--- src/rtl/udp_tx_framer.sv ---
// udp_tx_framer: cuts a 64-bit payload stream into UDP/IPv4/Ethernet frames.
// Define UDP_TX_IP_CSUM_EN to compute the IPv4 header checksum in hardware.
module udp_tx_framer #(
   parameter int unsigned MAX_PAYLOAD = 1472,
   parameter logic [7:0]  IP_TTL      = 8'h40,
   parameter int unsigned PKT_CNT_W   = 32
) (
   input  logic                 clk,
   input  logic                 reset_n,
   input  logic                 tx_rst,
   input  logic [47:0]          fpga_mac_adr,
   input  logic [47:0]          host_mac_adr,
   input  logic [31:0]          fpga_ip_adr,
   input  logic [31:0]          host_ip_adr,
   input  logic [15:0]          fpga_udp_port,
   input  logic [15:0]          host_udp_port,
   input  logic [15:0]          payload_per_packet,
   input  logic [15:0]          checksum_ip,
   input  logic [63:0]          s_tdata,
   input  logic                 s_tvalid,
   output logic                 s_tready,
   output logic [63:0]          m_tdata,
   output logic [7:0]           m_tkeep,
   output logic                 m_tvalid,
   input  logic                 m_tready,
   output logic                 m_tlast,
   output logic                 cfg_err,
   output logic [PKT_CNT_W-1:0] pkt_count
);

`ifdef UDP_TX_IP_CSUM_EN
   typedef enum logic [2:0] {IDLE, CALC, HDR, BODY, TAIL} state_t;
`else
   typedef enum logic [1:0] {IDLE, HDR, BODY, TAIL} state_t;
`endif

   state_t               state_q, state_d;
   logic [2:0]           hidx_q, hidx_d;
   logic [12:0]          wcnt_q, wcnt_d;
   logic [15:0]          carry_q, carry_d;
   logic [15:0]          ip_id_q, ip_id_d;
   logic [47:0]          dmac_q, dmac_d, smac_q, smac_d;
   logic [31:0]          sip_q, sip_d, dip_q, dip_d;
   logic [15:0]          sport_q, sport_d, dport_q, dport_d;
   logic [15:0]          plen_q, plen_d;
   logic [15:0]          csum_q, csum_d;
   logic [PKT_CNT_W-1:0] pkt_q, pkt_d;
   logic                 cfg_err_q, cfg_err_d;
   logic [63:0]          tdata_q, tdata_d;
   logic [7:0]           tkeep_q, tkeep_d;
   logic                 tvalid_q, tvalid_d;
   logic                 tlast_q, tlast_d;
   logic                 s_ready;
   logic                 legal, adv;
   logic [12:0]          n_words;
   logic [15:0]          ip_len, udp_len;
   logic [63:0]          hdr;
`ifdef UDP_TX_IP_CSUM_EN
   logic [19:0]          sum_q, sum_d;
   logic                 calc_q, calc_d;
   logic [16:0]          fold1;
   logic [15:0]          fold2;
   logic                 unused_csum;
   assign unused_csum = ^checksum_ip;
`else
   logic [63:0]          b0_in;
`endif

   // Big-endian field concatenation -> first wire byte in [7:0]
   function automatic logic [63:0] wire_order(input logic [63:0] v);
      logic [63:0] r;
      for (int i = 0; i < 8; i++) r[8*i +: 8] = v[8*(7-i) +: 8];
      return r;
   endfunction

   assign legal   = (payload_per_packet != 16'd0) &&
                    (payload_per_packet[2:0] == 3'd0) &&
                    (payload_per_packet <= 16'(MAX_PAYLOAD));
   assign n_words = plen_q[15:3];
   assign ip_len  = plen_q + 16'd28;
   assign udp_len = plen_q + 16'd8;
   assign adv     = !tvalid_q || m_tready;
`ifdef UDP_TX_IP_CSUM_EN
   assign fold1   = {1'b0, sum_q[15:0]} + {13'h0, sum_q[19:16]};
   assign fold2   = fold1[15:0] + {15'h0, fold1[16]};
`else
   assign b0_in   = wire_order({host_mac_adr, fpga_mac_adr[47:32]});
`endif

   // Header beat selected by index, built from the snapshotted config
   always_comb begin
      hdr = '0;
      case (hidx_q)
         3'd0: hdr = wire_order({dmac_q, smac_q[47:32]});
         3'd1: hdr = wire_order({smac_q[31:0], 16'h0800, 16'h4500});
         3'd2: hdr = wire_order({ip_len, ip_id_q, 16'h4000, IP_TTL, 8'h11});
         3'd3: hdr = wire_order({csum_q, sip_q, dip_q[31:16]});
         3'd4: hdr = wire_order({dip_q[15:0], sport_q, dport_q, udp_len});
         default: hdr = '0;
      endcase
   end

   // Framing FSM: next state, output register load and input accept
   always_comb begin
      state_d   = state_q;
      hidx_d    = hidx_q;
      wcnt_d    = wcnt_q;
      carry_d   = carry_q;
      ip_id_d   = ip_id_q;
      dmac_d    = dmac_q;
      smac_d    = smac_q;
      sip_d     = sip_q;
      dip_d     = dip_q;
      sport_d   = sport_q;
      dport_d   = dport_q;
      plen_d    = plen_q;
      csum_d    = csum_q;
      pkt_d     = pkt_q;
      cfg_err_d = cfg_err_q;
      tdata_d   = tdata_q;
      tkeep_d   = tkeep_q;
      tvalid_d  = tvalid_q;
      tlast_d   = tlast_q;
      s_ready   = 1'b0;
`ifdef UDP_TX_IP_CSUM_EN
      sum_d     = sum_q;
      calc_d    = calc_q;
`endif
      // a presented beat that is accepted leaves the register empty
      if (tvalid_q && m_tready) begin
         tvalid_d = 1'b0;
         tlast_d  = 1'b0;
      end
      case (state_q)
         IDLE: begin
            if (s_tvalid) begin
               if (!legal) begin
                  cfg_err_d = 1'b1;
               end else begin
                  dmac_d  = host_mac_adr;
                  smac_d  = fpga_mac_adr;
                  sip_d   = fpga_ip_adr;
                  dip_d   = host_ip_adr;
                  sport_d = fpga_udp_port;
                  dport_d = host_udp_port;
                  plen_d  = payload_per_packet;
                  wcnt_d  = '0;
                  carry_d = '0;
`ifdef UDP_TX_IP_CSUM_EN
                  hidx_d  = 3'd0;
                  calc_d  = 1'b0;
                  state_d = CALC;
`else
                  csum_d   = checksum_ip;
                  tdata_d  = b0_in;
                  tkeep_d  = 8'hFF;
                  tvalid_d = 1'b1;
                  hidx_d   = 3'd1;
                  state_d  = HDR;
`endif
               end
            end
         end
`ifdef UDP_TX_IP_CSUM_EN
         CALC: begin
            if (!calc_q) begin
               sum_d = 20'h04500 + {4'h0, ip_len} + {4'h0, ip_id_q} +
                       20'h04000 + {4'h0, IP_TTL, 8'h11} +
                       {4'h0, sip_q[31:16]} + {4'h0, sip_q[15:0]} +
                       {4'h0, dip_q[31:16]} + {4'h0, dip_q[15:0]};
               calc_d = 1'b1;
            end else begin
               csum_d   = ~fold2;
               tdata_d  = hdr;
               tkeep_d  = 8'hFF;
               tvalid_d = 1'b1;
               hidx_d   = 3'd1;
               state_d  = HDR;
            end
         end
`endif
         HDR: begin
            if (adv) begin
               tdata_d  = hdr;
               tkeep_d  = 8'hFF;
               tvalid_d = 1'b1;
               hidx_d   = hidx_q + 3'd1;
               if (hidx_q == 3'd4) state_d = BODY;
            end
         end
         BODY: begin
            s_ready = adv;
            if (adv && s_tvalid) begin
               tdata_d  = {s_tdata[47:0], carry_q};
               tkeep_d  = 8'hFF;
               tvalid_d = 1'b1;
               carry_d  = s_tdata[63:48];
               wcnt_d   = wcnt_q + 13'd1;
               if (wcnt_q == n_words - 13'd1) state_d = TAIL;
            end
         end
         TAIL: begin
            if (tlast_q) begin
               if (m_tready) begin
                  pkt_d   = pkt_q + PKT_CNT_W'(1);
                  ip_id_d = ip_id_q + 16'd1;
                  state_d = IDLE;
               end
            end else if (adv) begin
               tdata_d  = {48'h0, carry_q};
               tkeep_d  = 8'h03;
               tvalid_d = 1'b1;
               tlast_d  = 1'b1;
            end
         end
         default: state_d = IDLE;
      endcase
      // soft reset abandons any frame in flight
      if (tx_rst) begin
         state_d   = IDLE;
         hidx_d    = '0;
         wcnt_d    = '0;
         carry_d   = '0;
         ip_id_d   = '0;
         pkt_d     = '0;
         cfg_err_d = 1'b0;
         tdata_d   = '0;
         tkeep_d   = '0;
         tvalid_d  = 1'b0;
         tlast_d   = 1'b0;
         s_ready   = 1'b0;
      end
   end

   // State and datapath registers
   always_ff @(posedge clk or negedge reset_n) begin
      if (!reset_n) begin
         state_q   <= IDLE;
         hidx_q    <= '0;
         wcnt_q    <= '0;
         carry_q   <= '0;
         ip_id_q   <= '0;
         dmac_q    <= '0;
         smac_q    <= '0;
         sip_q     <= '0;
         dip_q     <= '0;
         sport_q   <= '0;
         dport_q   <= '0;
         plen_q    <= '0;
         csum_q    <= '0;
         pkt_q     <= '0;
         cfg_err_q <= 1'b0;
         tdata_q   <= '0;
         tkeep_q   <= '0;
         tvalid_q  <= 1'b0;
         tlast_q   <= 1'b0;
`ifdef UDP_TX_IP_CSUM_EN
         sum_q     <= '0;
         calc_q    <= 1'b0;
`endif
      end else begin
         state_q   <= state_d;
         hidx_q    <= hidx_d;
         wcnt_q    <= wcnt_d;
         carry_q   <= carry_d;
         ip_id_q   <= ip_id_d;
         dmac_q    <= dmac_d;
         smac_q    <= smac_d;
         sip_q     <= sip_d;
         dip_q     <= dip_d;
         sport_q   <= sport_d;
         dport_q   <= dport_d;
         plen_q    <= plen_d;
         csum_q    <= csum_d;
         pkt_q     <= pkt_d;
         cfg_err_q <= cfg_err_d;
         tdata_q   <= tdata_d;
         tkeep_q   <= tkeep_d;
         tvalid_q  <= tvalid_d;
         tlast_q   <= tlast_d;
`ifdef UDP_TX_IP_CSUM_EN
         sum_q     <= sum_d;
         calc_q    <= calc_d;
`endif
      end
   end

   assign s_tready  = s_ready;
   assign m_tdata   = tdata_q;
   assign m_tkeep   = tkeep_q;
   assign m_tvalid  = tvalid_q;
   assign m_tlast   = tlast_q;
   assign cfg_err   = cfg_err_q;
   assign pkt_count = pkt_q;

endmodule

--- config.mk ---
export PLATFORM = sky130hd
export DESIGN_NAME = udp_tx_framer
export DESIGN_NICKNAME = d
export VERILOG_FILES = /design/src/rtl/udp_tx_framer.sv
export SDC_FILE = /design/constraint.sdc
export NUM_CORES = 1
export LEC_CHECK = 0
export CAP_MARGIN = 20
export CORE_MARGIN = 2
export CORE_UTILIZATION = 44
export CTS_CLUSTER_SIZE = 25
export DETAILED_ROUTE_END_ITERATION = 8
export PLACE_DENSITY = 0.75
export SETUP_SLACK_MARGIN = 0.2
export SLEW_MARGIN = 20
export SYNTH_ARGS = -nofsm -noshare
export SYNTH_HDL_FRONTEND = slang
export SYNTH_SLANG_ARGS = --single-unit
--- constraint.sdc ---
create_clock -name clk -period 7.6 [get_ports clk]
set_input_delay 1.52 -clock clk [delete_from_list [all_inputs] [get_ports clk]]
set_output_delay 1.52 -clock clk [all_outputs]
set_load 0.03 [all_outputs]
==> summary by stage <==
Critical path
The number of cells on the worst reg-to-reg path is 9. The setup check on the worst reg-to-reg path leaves a slack of 3.55 ns. The worst setup path is captured at an output port.

The worst endpoint data arrival time is 3.54 ns. The worst setup path is of the input pin to output port kind. STA classifies the critical path startpoint as an input pin.

In this run the worst path has a maximum fanout of 62. In this run the critical register-to-register path is launched from state_q[1]. The capture point of the worst reg-to-reg path is m_tdata[43]. The required time reported for the critical path endpoint is 6.08 ns.

STA
The slew at the pin closest to its max-slew limit is 1.123 ns. The routed design could run at a clock period as short as 5.059 ns. The number of failing hold endpoints at the final stage came to 0.

Of the available clock period, the critical path in the final layout requires 0.6657. The setup skew after layout is 0.02572 ns. The number of pins with negative max-slew slack in the final report came to 0.

The headroom to the max-slew limit is 0.2511. For this run, the top clock speed supported by timing is 197.7 MHz. Summed over all failing endpoints, the final setup total negative slack is 0 ns.

Setup repair after global routing left no endpoint under its margin. Setup violations remaining at the end of the flow were counted as 0.

Clocking
The number of H-tree branching levels is 2. The cell sitting at the root of the clock tree is a sky130_fd_sc_hd__clkbuf_16. The TritonCTS buffer count is 42. After clock tree synthesis, the flow added hold-fix buffers numbering 0. The clock reaches the later pin of the worst-skew pair after 0.56 ns. The post-CTS repair timing setup buffer count is 0. CTS saw 375 sinks. After clock tree synthesis, the repair step resized 0 gates. The clock tree from TritonCTS is done.

After clock tree synthesis, the clock-pin slew on the worst setup and hold paths is 0.06 ns. The largest buffer count on any clock path is 3.

Hold path
The worst hold path cell count is 2. The path class of the lowest-slack min-delay path is flop to flop. The worst-case hold path end point is m_tdata[11]. The worst hold path begins at m_tdata[11].

Die
The core region is 41760 µm². Pin placement for this block handled 401 I/O pins. The starting density of the core is 0.4433. The area of the die is 43730 µm².

Measured along the x axis, the die boundary spans 209.1 µm. Row generation in the floorplan step produced 75 rows. The die is 209.1 µm tall.

Pwr
The power after layout is 5.860 mW. The worst IR drop on VDD is 0.1370 mV. In this run the power density over the cells is 241.1 nW/µm².

The leakage power is 10.64 nW.

Yosys
The async set or reset register ratio after synthesis is 1.000. The area share of the leading cell type in the synthesized netlist is 0.5069. A synthesized cell averages 10.67 µm². Summed over all instances, the cell type with the most area after synthesis is sky130_fd_sc_hd__dfrtp_1.

For this run, the register share of the synthesized area comes to 0.5069. The synthesis warning total is 0. The prevailing post-synth register cell is sky130_fd_sc_hd__dfrtp_1.

Ranked by total cell area, the synthesized netlist is headed by sky130_fd_sc_hd__dfrtp_1, sky130_fd_sc_hd__mux2_1, sky130_fd_sc_hd__nand2_1. After synthesis the cells add up to 18510 µm². The number of distinct library cell variants in the gate-level netlist after synthesis is 61. The synthesized design contains 0 enable-type register cells. The synthesis-stage register bit count is 375. The gate count of the mapped netlist is 1735. The post-synth net total is 2043.

Detailed routing
After detailed routing, the average wire length per cell comes to 23.06 µm. For this run, the detailed router's first-pass iteration total came to 9. The violation count after the first detailed-route iteration is 1735.

The count of vias placed by the detailed router is 15480. The wire length reported by the detailed router is 60570 µm. After detailed routing, the number of remaining DRC violations is 1. Using the TritonRoute via totals, the vias-per-cell ratio works out to 5.892.

The count of antenna-violating nets left after detailed routing is 0.

Layout
Compared with the post-synthesis result, the final layout area differs by 31.31%. Measured on the finished design, the core utilization comes to 0.5821. The most common cell after layout, fill and taps aside is sky130_fd_sc_hd__clkdlybuf4s50_1.

After the last flow step, the layout net total stands at 2359. The share of cells above drive strength 1 is 0.05668. Counting the fill cells in the layout gives 3486. Leaving out fill and tap cells, the most frequent cells in the layout are sky130_fd_sc_hd__clkdlybuf4s50_1, sky130_fd_sc_hd__dfrtp_1, sky130_fd_sc_hd__mux2_1.

Global route
The global-route congestion overflow total is 0. Across every metal layer, demand over resource in global routing totals 0.2730. Entering global routing, the biggest net connects 164 pins.

The number of global-route vias before repair is 15630. The initial antenna violation count is 9. The first global-routing pass estimated 92560 µm of wire.

Run
Across the run, the number of max-cap violations was 0.

Run status
The checks that failed: DRC. The run finished, with violations left.

Placed design
Buffers placed on the I/O ports in this run total 400. The global placer's final weighted congestion is 0.8837. The HPWL reported at the end of detailed placement is 41200 µm.
-- layout make-up --
type                    instances  area (µm²)  area share
well taps                     539       674.4     0.02774
clock inverters                12       220.2    0.009060
clock buffers                  63        1284     0.05281
multi-input cells            1198        8499      0.3497
diodes                          6       15.01   0.0006177
repair buffers                418        4167      0.1714
inverters                      16       60.06    0.002471
flip-flops and latches        375        9388      0.3862
-- per-stage QoR --
stage,std cells,cell area (µm²),hold WS (ns),worst slack (ns)
floorplan,1735,18510,0.4501,3.518
global placement,2546,22780,0.4579,2.624
detailed placement,2546,22780,0.4672,2.579
CTS,2621,24290,0.4806,2.573
global route,2625,24300,0.4983,2.401
finish,2627,24310,0.4775,2.541
-- routing by layer --
layer	wire length [µm]	GRT usage
met5	34	0
met4	2032	0.1037
met3	4896	0.05576
met2	27970	0.4283
met1	25640	0.3740
-- cells by family after synthesis --
logic type | synth area share
buffers and inverters | 0.03684
xor gates and xnor gates | 0.03832
muxes | 0.1471
and+or+nand+nor | 0.1104
AOI/OAI and AO/OA | 0.1502
adders and majority gates | 0.01014
DFF | 0.5069
-- worst max path at each step --
stage	from	to	cells past startpoint
3_5_place_dp	tx_rst	s_tready	5
3_3_place_gp	tx_rst	s_tready	5
5_1_grt	tx_rst	s_tready	5
2_1_floorplan	tx_rst	s_tready	5
4_1_cts	tx_rst	s_tready	5
6_report	tx_rst	s_tready	5
-- synth_stat cells, types with 4 or more instances --
cell,number
sky130_fd_sc_hd__and3_1,22
sky130_fd_sc_hd__or3_1,6
sky130_fd_sc_hd__mux2_2,12
sky130_fd_sc_hd__nor4_1,9
sky130_fd_sc_hd__a222oi_1,35
sky130_fd_sc_hd__o31ai_1,46
sky130_fd_sc_hd__nand4_1,17
sky130_fd_sc_hd__nand2_1,174
sky130_fd_sc_hd__inv_1,15
sky130_fd_sc_hd__clkbuf_1,89
sky130_fd_sc_hd__a21oi_1,80
sky130_fd_sc_hd__or4_1,4
sky130_fd_sc_hd__ha_1,15
sky130_fd_sc_hd__a22oi_1,70
sky130_fd_sc_hd__nor3_1,12
sky130_fd_sc_hd__a221oi_1,11
sky130_fd_sc_hd__buf_1,14
sky130_fd_sc_hd__buf_4,8
sky130_fd_sc_hd__a22o_1,7
sky130_fd_sc_hd__a211oi_1,4
sky130_fd_sc_hd__nand4b_1,4
sky130_fd_sc_hd__o21ai_0,76
sky130_fd_sc_hd__buf_2,34
sky130_fd_sc_hd__dfrtp_1,375
sky130_fd_sc_hd__mux2_1,213
sky130_fd_sc_hd__nand3_1,27
sky130_fd_sc_hd__nor2b_1,28
sky130_fd_sc_hd__xor2_1,51
sky130_fd_sc_hd__xnor2_1,30
sky130_fd_sc_hd__o21ai_1,35
sky130_fd_sc_hd__o41ai_1,18
sky130_fd_sc_hd__mux2i_1,19
sky130_fd_sc_hd__nor2_1,131
-- registers in the layout (all words and copies together), names as in the netlist --
name and flops:
carry_q 16, cfg_err 1, csum_q 16, dip_q 32, dmac_q 48, dport_q 16
hidx_q 3, ip_id_q 16, m_tdata 64, m_tkeep 2, m_tlast 1, m_tvalid 1
pkt_count 32, plen_q 16, sip_q 32, smac_q 48, sport_q 16, state_q 2
wcnt_q 13
-- report_power, final --
| part | leakage [nW] | internal [mW] | switching [mW] |
|---|---|---|---|
| clock | 0.735 | 1.37 | 0.838 |
| combinational | 4.77 | 0.527 | 0.870 |
| sequential | 5.13 | 2.15 | 0.105 |
| total | 10.6 | 4.05 | 1.81 |
-- worst max-delay path, cell delays in order --
cell and delay [ns]:
sky130_fd_sc_hd__buf_4 0.59, sky130_fd_sc_hd__inv_1 0.22, sky130_fd_sc_hd__nand2_1 0.45, sky130_fd_sc_hd__nor2_1 0.08, sky130_fd_sc_hd__clkdlybuf4s50_1 0.64
No activity file was read; power rests on OpenSTA's default activity.
